### src/rtl/uart_frame_scheduler_pkg.sv
`default_nettype none
// ============================================================================
// Module      : uart_frame_pkg
// Description : Shared types and constants for the UART frame scheduler:
//               controller state encoding, byte-source phase encoding and
//               default sync header bytes.
// Revision    : 1.0 - initial release
// ============================================================================
package uart_frame_pkg;

    // Controller states; the top FSM and the byte issuer share one encoding
    typedef enum logic [2:0] {
        ST_IDLE    = 3'd0,
        ST_ISSUE   = 3'd1,
        ST_WAIT_HI = 3'd2,
        ST_WAIT_LO = 3'd3,
        ST_FETCH   = 3'd4,
        ST_DONE    = 3'd5
    } state_e;

    // Source of the byte currently being sent
    typedef enum logic [1:0] {
        PH_HDR0 = 2'd0,
        PH_HDR1 = 2'd1,
        PH_PIX  = 2'd2,
        PH_CSUM = 2'd3
    } phase_e;

    localparam logic [7:0] c_SYNC0_DEFAULT = 8'hAA;
    localparam logic [7:0] c_SYNC1_DEFAULT = 8'h55;

endpackage
`default_nettype wire

### src/rtl/uart_frame_scheduler_if.sv
`default_nettype none
// ============================================================================
// Module      : uart_frame_scheduler_if
// Description : Pixel-pipeline, uart_send and frame status signals of the
//               frame scheduler. "master" is the scheduler itself, "slave"
//               is the surrounding pixel source / UART / frame control.
// Revision    : 1.0 - initial release
// ============================================================================
interface uart_frame_scheduler_if;
    logic       start;
    logic       pix_valid;
    logic [7:0] pix_data;
    logic       pix_req;
    logic       uart_tx_busy;
    logic       uart_en;
    logic [7:0] uart_din;
    logic       frame_busy;
    logic       frame_done;
    logic       overrun;

    modport master (
        input  start, pix_valid, pix_data, uart_tx_busy,
        output pix_req, uart_en, uart_din, frame_busy, frame_done, overrun
    );

    modport slave (
        output start, pix_valid, pix_data, uart_tx_busy,
        input  pix_req, uart_en, uart_din, frame_busy, frame_done, overrun
    );
endinterface
`default_nettype wire

### src/rtl/uart_frame_scheduler_tx_byte_issuer.sv
`default_nettype none
// ============================================================================
// Module      : tx_byte_issuer
// Description : One-byte uart_send handshake. A go pulse latches the byte,
//               strobes uart_en for one cycle, then tracks uart_tx_busy high
//               and low. done is a combinational pulse on the completing
//               cycle so the caller can chain the next byte with no gap.
// Revision    : 1.0 - initial release
// ============================================================================
module tx_byte_issuer
    import uart_frame_pkg::*;
(
    input  wire logic       clk,
    input  wire logic       rst,
    input  wire logic       go,
    input  wire logic [7:0] byte_in,
    input  wire logic       uart_tx_busy,
    output logic            uart_en,
    output logic [7:0]      uart_din,
    output logic            done
);

    localparam logic [2:0] c_S_IDLE    = ST_IDLE;
    localparam logic [2:0] c_S_ISSUE   = ST_ISSUE;
    localparam logic [2:0] c_S_WAIT_HI = ST_WAIT_HI;
    localparam logic [2:0] c_S_WAIT_LO = ST_WAIT_LO;

    logic [2:0] r_state;
    logic [7:0] r_din;
    logic       w_load;

    // Byte completion and load qualification; a new byte may be loaded only when idle or on completion
    always_comb begin
        done     = (r_state == c_S_WAIT_LO) && !uart_tx_busy;
        w_load   = go && ((r_state == c_S_IDLE) || done);
        uart_en  = (r_state == c_S_ISSUE);
        uart_din = r_din;
    end

    // Handshake sequencer; the data register holds until the next load
    always_ff @(posedge clk) begin
        if (rst) begin
            r_state <= c_S_IDLE;
            r_din   <= 8'h00;
        end else begin
            if (w_load) begin
                r_din <= byte_in;
            end
            case (r_state)
                c_S_IDLE:    if (go) r_state <= c_S_ISSUE;
                c_S_ISSUE:   r_state <= c_S_WAIT_HI;
                c_S_WAIT_HI: if (uart_tx_busy) r_state <= c_S_WAIT_LO;
                c_S_WAIT_LO: if (!uart_tx_busy) r_state <= go ? c_S_ISSUE : c_S_IDLE;
                default:     r_state <= c_S_IDLE;
            endcase
        end
    end

endmodule
`default_nettype wire

### src/rtl/uart_frame_scheduler.sv
`default_nettype none
// ============================================================================
// Module      : uart_frame_scheduler
// Description : Sends one image frame over uart_send: SYNC0, SYNC1, then
//               IMG_W*IMG_H pixels each fetched with a pix_req pulse, then
//               an optional 8-bit modular checksum of the pixels.
//               Build option: UART_FRAME_CHKSUM_EN adds the checksum byte.
// Revision    : 1.0 - initial release
// ============================================================================
module uart_frame_scheduler
    import uart_frame_pkg::*;
#(
    parameter int         IMG_W = 640,
    parameter int         IMG_H = 480,
    parameter logic [7:0] SYNC0 = c_SYNC0_DEFAULT,
    parameter logic [7:0] SYNC1 = c_SYNC1_DEFAULT
) (
    input  wire logic              clk,
    input  wire logic              rst,
    uart_frame_scheduler_if.master bus
);

    localparam int c_NPIX = IMG_W * IMG_H;
    localparam int c_CW   = (c_NPIX > 1) ? $clog2(c_NPIX) : 1;
    localparam logic [c_CW-1:0] c_LAST = c_CW'(c_NPIX - 1);

    // ISSUE here means "a byte is owned by the issuer" (its ISSUE/WAIT_HI/WAIT_LO)
    localparam logic [2:0] c_S_IDLE  = ST_IDLE;
    localparam logic [2:0] c_S_ISSUE = ST_ISSUE;
    localparam logic [2:0] c_S_FETCH = ST_FETCH;
    localparam logic [2:0] c_S_DONE  = ST_DONE;

    logic [2:0]      r_state;
    phase_e          r_phase;
    logic [c_CW-1:0] r_cnt;
    logic            r_pix_req;
    logic            r_frame_busy;
    logic            r_frame_done;
    logic            r_overrun;
`ifdef UART_FRAME_CHKSUM_EN
    logic [7:0]      r_csum;
`endif

    logic            w_go;
    logic [7:0]      w_byte;
    logic            w_done;
    logic            w_last;
    logic            w_uart_en;
    logic [7:0]      w_uart_din;

    tx_byte_issuer u_issuer (
        .clk          (clk),
        .rst          (rst),
        .go           (w_go),
        .byte_in      (w_byte),
        .uart_tx_busy (bus.uart_tx_busy),
        .uart_en      (w_uart_en),
        .uart_din     (w_uart_din),
        .done         (w_done)
    );

    // Choose the next byte and launch it in the same cycle it becomes known
    always_comb begin
        w_go   = 1'b0;
        w_byte = SYNC0;
        w_last = (r_cnt == c_LAST);
        case (r_state)
            c_S_IDLE: begin
                if (bus.start) begin
                    w_go   = 1'b1;
                    w_byte = SYNC0;
                end
            end
            c_S_FETCH: begin
                if (bus.pix_valid) begin
                    w_go   = 1'b1;
                    w_byte = bus.pix_data;
                end
            end
            c_S_ISSUE: begin
                if (w_done && (r_phase == PH_HDR0)) begin
                    w_go   = 1'b1;
                    w_byte = SYNC1;
                end
`ifdef UART_FRAME_CHKSUM_EN
                if (w_done && (r_phase == PH_PIX) && w_last) begin
                    w_go   = 1'b1;
                    w_byte = r_csum;
                end
`endif
            end
            default: ;
        endcase
    end

    // Frame sequencing: phase, pixel counter, checksum, status flags
    always_ff @(posedge clk) begin
        if (rst) begin
            r_state      <= c_S_IDLE;
            r_phase      <= PH_HDR0;
            r_cnt        <= '0;
            r_pix_req    <= 1'b0;
            r_frame_busy <= 1'b0;
            r_frame_done <= 1'b0;
            r_overrun    <= 1'b0;
`ifdef UART_FRAME_CHKSUM_EN
            r_csum       <= 8'h00;
`endif
        end else begin
            r_pix_req    <= 1'b0;
            r_frame_done <= 1'b0;
            if (bus.pix_valid && (r_state != c_S_FETCH)) begin
                r_overrun <= 1'b1;
            end
            case (r_state)
                c_S_IDLE: begin
                    if (bus.start) begin
                        r_phase      <= PH_HDR0;
                        r_state      <= c_S_ISSUE;
                        r_frame_busy <= 1'b1;
                        r_cnt        <= '0;
                        r_overrun    <= 1'b0;
`ifdef UART_FRAME_CHKSUM_EN
                        r_csum       <= 8'h00;
`endif
                    end
                end
                c_S_ISSUE: begin
                    if (w_done) begin
                        case (r_phase)
                            PH_HDR0: r_phase <= PH_HDR1;
                            PH_HDR1: begin
                                r_phase   <= PH_PIX;
                                r_state   <= c_S_FETCH;
                                r_pix_req <= 1'b1;
                            end
                            PH_PIX: begin
                                if (!w_last) begin
                                    r_cnt     <= r_cnt + 1'b1;
                                    r_state   <= c_S_FETCH;
                                    r_pix_req <= 1'b1;
                                end else begin
`ifdef UART_FRAME_CHKSUM_EN
                                    r_phase      <= PH_CSUM;
`else
                                    r_state      <= c_S_DONE;
                                    r_frame_done <= 1'b1;
`endif
                                end
                            end
                            default: begin
                                r_state      <= c_S_DONE;
                                r_frame_done <= 1'b1;
                            end
                        endcase
                    end
                end
                c_S_FETCH: begin
                    if (bus.pix_valid) begin
                        r_state <= c_S_ISSUE;
`ifdef UART_FRAME_CHKSUM_EN
                        r_csum  <= r_csum + bus.pix_data;
`endif
                    end
                end
                c_S_DONE: begin
                    r_state      <= c_S_IDLE;
                    r_frame_busy <= 1'b0;
                end
                default: r_state <= c_S_IDLE;
            endcase
        end
    end

    assign bus.pix_req    = r_pix_req;
    assign bus.uart_en    = w_uart_en;
    assign bus.uart_din   = w_uart_din;
    assign bus.frame_busy = r_frame_busy;
    assign bus.frame_done = r_frame_done;
    assign bus.overrun    = r_overrun;

endmodule
`default_nettype wire

### src/flat_wrapper.sv
// flat-port wrapper written by rule: the top's interface ports become plain ports
module uart_frame_scheduler_flat import uart_frame_pkg::*;
#(
    parameter int         IMG_W = 640,
    parameter int         IMG_H = 480,
    parameter logic [7:0] SYNC0 = c_SYNC0_DEFAULT,
    parameter logic [7:0] SYNC1 = c_SYNC1_DEFAULT
)
  (clk, rst, bus_start, bus_pix_valid, bus_pix_data, bus_uart_tx_busy, bus_pix_req, bus_uart_en, bus_uart_din, bus_frame_busy, bus_frame_done, bus_overrun);
  uart_frame_scheduler_if bus_i ();
  input  wire logic clk;
  input  wire logic rst;
  input wire logic [$bits(bus_i.start)-1:0] bus_start;
  input wire logic [$bits(bus_i.pix_valid)-1:0] bus_pix_valid;
  input wire logic [$bits(bus_i.pix_data)-1:0] bus_pix_data;
  input wire logic [$bits(bus_i.uart_tx_busy)-1:0] bus_uart_tx_busy;
  output wire logic [$bits(bus_i.pix_req)-1:0] bus_pix_req;
  output wire logic [$bits(bus_i.uart_en)-1:0] bus_uart_en;
  output wire logic [$bits(bus_i.uart_din)-1:0] bus_uart_din;
  output wire logic [$bits(bus_i.frame_busy)-1:0] bus_frame_busy;
  output wire logic [$bits(bus_i.frame_done)-1:0] bus_frame_done;
  output wire logic [$bits(bus_i.overrun)-1:0] bus_overrun;
  assign bus_i.start = bus_start;
  assign bus_i.pix_valid = bus_pix_valid;
  assign bus_i.pix_data = bus_pix_data;
  assign bus_i.uart_tx_busy = bus_uart_tx_busy;
  assign bus_pix_req = bus_i.pix_req;
  assign bus_uart_en = bus_i.uart_en;
  assign bus_uart_din = bus_i.uart_din;
  assign bus_frame_busy = bus_i.frame_busy;
  assign bus_frame_done = bus_i.frame_done;
  assign bus_overrun = bus_i.overrun;
  uart_frame_scheduler #(.IMG_W(IMG_W), .IMG_H(IMG_H), .SYNC0(SYNC0), .SYNC1(SYNC1)) u_core (.clk(clk), .rst(rst), .bus(bus_i));
endmodule
### config.mk
export PLATFORM = sky130hd
export DESIGN_NAME = uart_frame_scheduler_flat
export DESIGN_NICKNAME = d
export VERILOG_FILES = /design/src/rtl/uart_frame_scheduler_pkg.sv /design/src/rtl/uart_frame_scheduler_if.sv /design/src/rtl/uart_frame_scheduler_tx_byte_issuer.sv /design/src/rtl/uart_frame_scheduler.sv /design/src/flat_wrapper.sv
export SDC_FILE = /design/constraint.sdc
export NUM_CORES = 1
export LEC_CHECK = 0
export ABC_AREA = 1
export CAP_MARGIN = 20
export CELL_PAD_IN_SITES_DETAIL_PLACEMENT = 1
export CELL_PAD_IN_SITES_GLOBAL_PLACEMENT = 1
export CORE_MARGIN = 3
export CORE_UTILIZATION = 43
export DETAILED_ROUTE_END_ITERATION = 6
export MAX_ROUTING_LAYER = met4
export PLACE_DENSITY_LB_ADDON = 0.05
export SYNTH_ARGS = -nofsm -noshare
export SYNTH_HDL_FRONTEND = slang
export SYNTH_SLANG_ARGS = --single-unit
export TNS_END_PERCENT = 100
### constraint.sdc
create_clock -name clk -period 3.1 [get_ports clk]
set_input_delay 0.62 -clock clk [delete_from_list [all_inputs] [get_ports clk]]
set_output_delay 0.62 -clock clk [all_outputs]
set_load 0.02 [all_outputs]
==> results of run 1 <==
-- path summary, 6_finish.rpt --
check,start,end,cells past startpoint,slack (ps)
worst max-delay path,u_core.r_state[2]$_SDFFE_PP0P_,u_core.r_cnt[17]$_SDFFE_PP0P_,10,910
worst min-delay path,u_core.u_issuer.uart_din[0]$_SDFFE_PP0P_,u_core.u_issuer.uart_din[0]$_SDFFE_PP0P_,2,480
worst max register to register,u_core.r_state[2]$_SDFFE_PP0P_,u_core.r_cnt[17]$_SDFFE_PP0P_,10,910
worst min register to register,u_core.u_issuer.uart_din[0]$_SDFFE_PP0P_,u_core.u_issuer.uart_din[0]$_SDFFE_PP0P_,2,480
-- flip-flops by register name (all words and copies together), names as in the netlist --
register                  count
u_core.r_cnt                 19
u_core.u_issuer.uart_din      8
u_core.r_phase                2
u_core.r_state                2
u_core.u_issuer.r_state       2
u_core.bus.frame_busy         1
u_core.bus.frame_done         1
u_core.bus.overrun            1
u_core.bus.pix_req            1
-- routing by layer --
layer | track usage, % | wire length, um | vias to the layer above
met5 | - | 0 | -
met4 | 7.34 | 99 | 0
met3 | 3.21 | 130 | 11
met2 | 41.2 | 3190 | 30
met1 | 24.3 | 2650 | 1054
li1 | - | - | 1136
-- kinds of logic after synthesis --
group / count (synthesis) / synth area share (%)
XOR/XNOR: 2 / 0.774
AO/OA/AOI/OAI: 60 / 14.7
AND/OR/NAND/NOR: 171 / 34.5
buffers and inverters: 56 / 10.2
adder cells (fa/ha/maj): 12 / 6.64
flip-flops: 37 / 32.7
multiplexers: 1 / 0.442
-- cells in the final DEF (no fill, tap or decap), drive strengths merged --
cell and count:
a211oi 1, a21oi 30, and3 1, buf 3
bufinv 1, clkbuf 6, clkdlybuf4s50 25, clkinvlp 1
dfxtp 37, ha 12, inv 47, mux2i 1
nand2 92, nand3 31, nand3b 1, nand4 3
nor2 35, nor3 3, nor3b 2, nor4 3
o21ai 23, o21bai 4, o31ai 2, xnor2 2
-- worst max-delay path: cells and delay by family, from the launching register on --
kind	cells	cell delay, ps
AO/OA/AOI/OAI	2	350
AND/OR/NAND/NOR	4	500
flip-flops	1	360
adder cells (fa/ha/maj)	1	300
buffers and inverters	3	570
-- per-stage QoR --
stage	instances	instance area [sq um]	total power [mW]	worst slack [ps]	hold WS, ps
floorplan	339	2260	1.23	1420	455
global placement	425	2560	1.43	748	470
detailed placement	425	2560	1.46	696	478
CTS	433	2680	1.91	883	488
global route	433	2680	2.05	711	509
finish	433	2680	1.89	910	481
-- area by class of cell --
type                            instances  area [sq um]  share of cell area [%]
Multi-Input combinational cell        246          1290                    48.1
Sequential cell                        37           741                    27.6
Timing Repair Buffer                   28           273                    10.2
Inverter                               47           176                    6.57
Tap cell                               67          83.8                    3.12
Clock buffer                            6          82.6                    3.08
Clock inverter                          2          37.5                    1.40
-- where the power goes --
part | total [mW] | internal [mW] | switching (mW)
logic | 0.861 | 0.284 | 0.577
registers | 0.583 | 0.541 | 0.0423
clock network | 0.449 | 0.262 | 0.187
total | 1.89 | 1.09 | 0.807
==> flow_metrics.tcl, run 1 <==
set metrics [dict create \
    cpMostUsedCell "inv_1" \
    h-tree-depth 2 \
    synth_top_area_share_pct 32.7 \
    min_path_type "reg2reg" \
    syn_area_per_cell_sq_um 6.67 \
    synthArstFlopShare_pct 0 \
    nNetsFinal 390 \
    io_buffers 25 \
    hold_violations 0 \
    vias 2231 \
    drive_above_1_share_pct 7.92 \
    syn_nets 364 \
    cts_resized 0 \
    gp_congestion 0.808 \
    syn_inst 339 \
    synth.area.top_cells "dfxtp_1, nand2_1, inv_1" \
    dp_hpwl_um 4550 \
    die-area_sq_mm 0.00617 \
    startpoint_type "register" \
    drc 0 \
    finalCritPeriodShare_pct 70.6 \
    skew_ps 7.43 \
    vias_per_cell 5.15 \
    grt_pass1_vias 2410 \
    yosys_warnings 0 \
    final_util_pct 54.6 \
    worstPathRequired_ps 3290 \
    cts_tree "yes" \
    wire_per_inst_um 14.0 \
    seq_area_frac_synth_pct 32.7 \
    syn_to_final_growth_pct 18.6 \
    synthTopCellsByCount "nand2_1, inv_1, dfxtp_1, nor2_1" \
    filler_cell_count 681 \
    cts_made_buffers 5 \
    die_y_um 78.5 \
    cts_setup_buffers 0 \
    finalSetupTns_ps 0 \
    slew_headroom_pct 63.1 \
    grt_max_degree 21 \
    tightest_slew_ps 553 \
    netlist-cell-type-count 31 \
    crit_chain "inv_1, ha_1, inv_1, o21ai_2, a21oi_4, nand2_4, nand2_4, nand2_1, nand2_1, inv_1" \
    ant_nets 0 \
    p_leak_nw 1.15 \
    synth_edf_count 0 \
    status "finished, final reports clean" \
    maxSlewViolCount 0 \
    synth_most_common_cell "nand2_1" \
    cp-end-kind "register" \
    die_w_um 78.5 \
    synth_ff_type "dfxtp_1" \
    antenna_found_initial 0 \
    clk_latency_ps 290 \
    cts_buffer_depth 2 \
    arrival_ps 2380 \
    maxCapViolations 0 \
    diodes 0 \
    grt_first_pass_wirelength_um 10800 \
    postCtsHoldBufs 0 \
    fp.coreArea_sq_mm 0.00491 \
    boundaryPins 26 \
    worstPathMaxFanout 20 \
    ys_ff_latch 37 \
    yosys.area.top_type "dfxtp_1" \
    wirelength_um 6080 \
    clk_pin_slew_worst_paths_ps 80 \
    clockRootBuffer "clkbuf_8" \
    rows 25 \
    syn-cell-area_sq_mm 0.00226 \
    fmax_ghz 0.457 \
    cts_sinks 37 \
    ir_worst_vdd_mv 0.392 \
    grt-ovfl-total 0 \
    grt_setup_unrepaired "false" \
    grt_usage_pct 22.3 \
    power.density_mw_per_mm2 705 \
    dr.pass1.iters 4 \
    start_util_pct 46.1 \
    fin_crit_ps 2190 \
    critPathSlowestCell "inv_1" \
    path_class "reg2reg" \
    setup_viol 0 \
    max_stage_delay_ps 450 \
    drt_iter0_markers 118 \
]
Note: power is estimated with default switching activity, not from simulation.
==> inputs of run 2 (changes only) <==
CORE_UTILIZATION = 40   (was 43)
clock period = 2.19 ns   (was 3.1 ns; I/O delays follow)
==> flow_metrics.tcl, run 2 (synthesized netlist as in run 1, its figures left out) <==
set metrics [dict create \
    nNetsFinal 396 \
    diodes 0 \
    maxCapViolations 0 \
    cts_resized 0 \
    gp_congestion 0.821 \
    place_area_sq_mm 0.00261 \
    ant_nets 0 \
    postCtsHoldBufs 0 \
    final_cell_mix "nand2_1, inv_1, dfxtp_1" \
    max_stage_delay_ps 600 \
    ir_worst_vdd_mv 0.607 \
    clockRootBuffer "clkbuf_8" \
    startpoint "u_core.u_issuer.r_state[1]$_SDFFE_PP0P_" \
    tightest_slew_ps 535 \
    fin_ws_ps 261 \
    fp.coreArea_sq_mm 0.00530 \
    fmax_ghz 0.519 \
    power.density_mw_per_mm2 949 \
    cts_sinks 37 \
    vias_per_cell 5.03 \
    skew_ps 8.92 \
    grt_max_degree 21 \
    grt_usage_pct 20.4 \
    clk_pin_slew_worst_paths_ps 90 \
    cts_buffer_depth 2 \
    die_w_um 81.2 \
    dp_slack_ps 38.9 \
    dp_cells 434 \
    fin_cells 442 \
    switching_share_pct 44.8 \
    path_class "reg2out" \
    startpoint_type "register" \
    p_int_mw 1.42 \
    clkPwrFrac_pct 19.9 \
    drive_above_1_share_pct 9.41 \
    clk_latency_ps 300 \
    boundaryPins 26 \
    fin_area_sq_mm 0.00270 \
    largest_register_ffs 19 \
    hold_violations 0 \
    status "finished, final reports clean" \
    cts_setup_buffers 0 \
    setup_viol 0 \
    io_buffers 25 \
    regMostFlops "u_core.r_cnt" \
    cts_tree "yes" \
    p_sw_mw 1.15 \
    arrival_ps 1490 \
    antenna_found_initial 0 \
    power_frac_comb_pct 48.0 \
    grt_setup_unrepaired "false" \
    dr_wl_met2_um 2870 \
    worstHoldStart "u_core.r_cnt[13]$_SDFFE_PP0P_" \
    start_util_pct 42.7 \
    grt_pass1_vias 2312 \
    critPathSlowestCell "clkdlybuf4s50_1" \
    syn_to_final_growth_pct 19.5 \
    wirelength_um 5820 \
    routed-wl-met3_um 116 \
    cts_made_buffers 5 \
    drc 0 \
    die_y_um 81.2 \
    grt_first_pass_wirelength_um 10300 \
    slew_headroom_pct 64.2 \
    rows 26 \
    finalCritPeriodShare_pct 88.1 \
    maxSlewViolCount 0 \
    top_layer "met4" \
    finalPower_mw 2.57 \
    p_leak_nw 1.17 \
    finalSetupTns_ps 0 \
    p_seq_share_pct 32.2 \
    grt-ovfl-total 0 \
    wire_per_inst_um 13.2 \
    layout_commonest_cell "nand2_1" \
    dr.pass1.iters 4 \
    die-area_sq_mm 0.00659 \
    dp_hpwl_um 4480 \
    min_path_type "reg2reg" \
    r2r-start "u_core.r_state[0]$_SDFFE_PP0P_" \
    worstPathRequired_ps 1750 \
    crit_chain "inv_1, ha_1, clkdlybuf4s50_1" \
    worstPathMaxFanout 3 \
    drt-met1-wl_um 2750 \
    fin_crit_ps 1930 \
    cp-end-kind "output port" \
    h-tree-depth 2 \
    vias 2223 \
    drt_iter0_markers 70 \
]
==> run 2: changes by cell type in the layout (fill, tap and decap cells not counted), sizes merged <==
| cell | before | now |
|---|---|---|
| bufinv | 1 | 0 |
| buf | 3 | 9 |
| clkinv | 0 | 1 |
| clkbuf | 6 | 5 |
| inv | 47 | 48 |
==> run 2: final cells by class <==
type	count	area (sq um)
Fill cell	711	2600
Multi-Input combinational cell	246	1290
Sequential cell	37	741
Timing Repair Buffer	34	318
Inverter	47	176
Tap cell	70	87.6
Clock buffer	5	68.8
Clock inverter	3	21.3
==> run 2: critical path: cells and delay by family (launching register included) <==
family                     cells  cell delay (ps)
buffers and inverters          2              700
adders and majority gates      1              150
DFF                            1              340
==> run 2: worst paths after layout <==
path	to	slack [ps]	cells after the start
worst max-delay path	bus_uart_en	260	3
worst min-delay path	u_core.r_cnt[13]$_SDFFE_PP0P_	490	2
worst max register to register	u_core.r_cnt[7]$_SDFFE_PP0P_	310	12
worst min register to register	u_core.r_cnt[13]$_SDFFE_PP0P_	490	2
==> run 2: metal layers <==
metal,up-vias,global-route usage (%)
li1,1146,-
met1,1043,23.7
met2,27,35.6
met3,7,3.44
met4,0,6.25
met5,-,-
==> run 2: power by group through the flow <==
stage	Combinational [mW]	Clock, mW	Sequential [mW]
final	1.23	0.510	0.825
after global routing	1.40	0.556	0.837
after CTS	1.25	0.525	0.826
after detailed placement	1.24	0	0.840
after global placement	1.21	0	0.834
after floorplan	0.858	0	0.883
==> run 2: metrics by stage <==
stage	hold WS (ps)	utilization (%)
finish	486	51.0
global route	520	51.0
CTS	489	51.0
detailed placement	463	49.3
global placement	467	49.3
floorplan	455	-
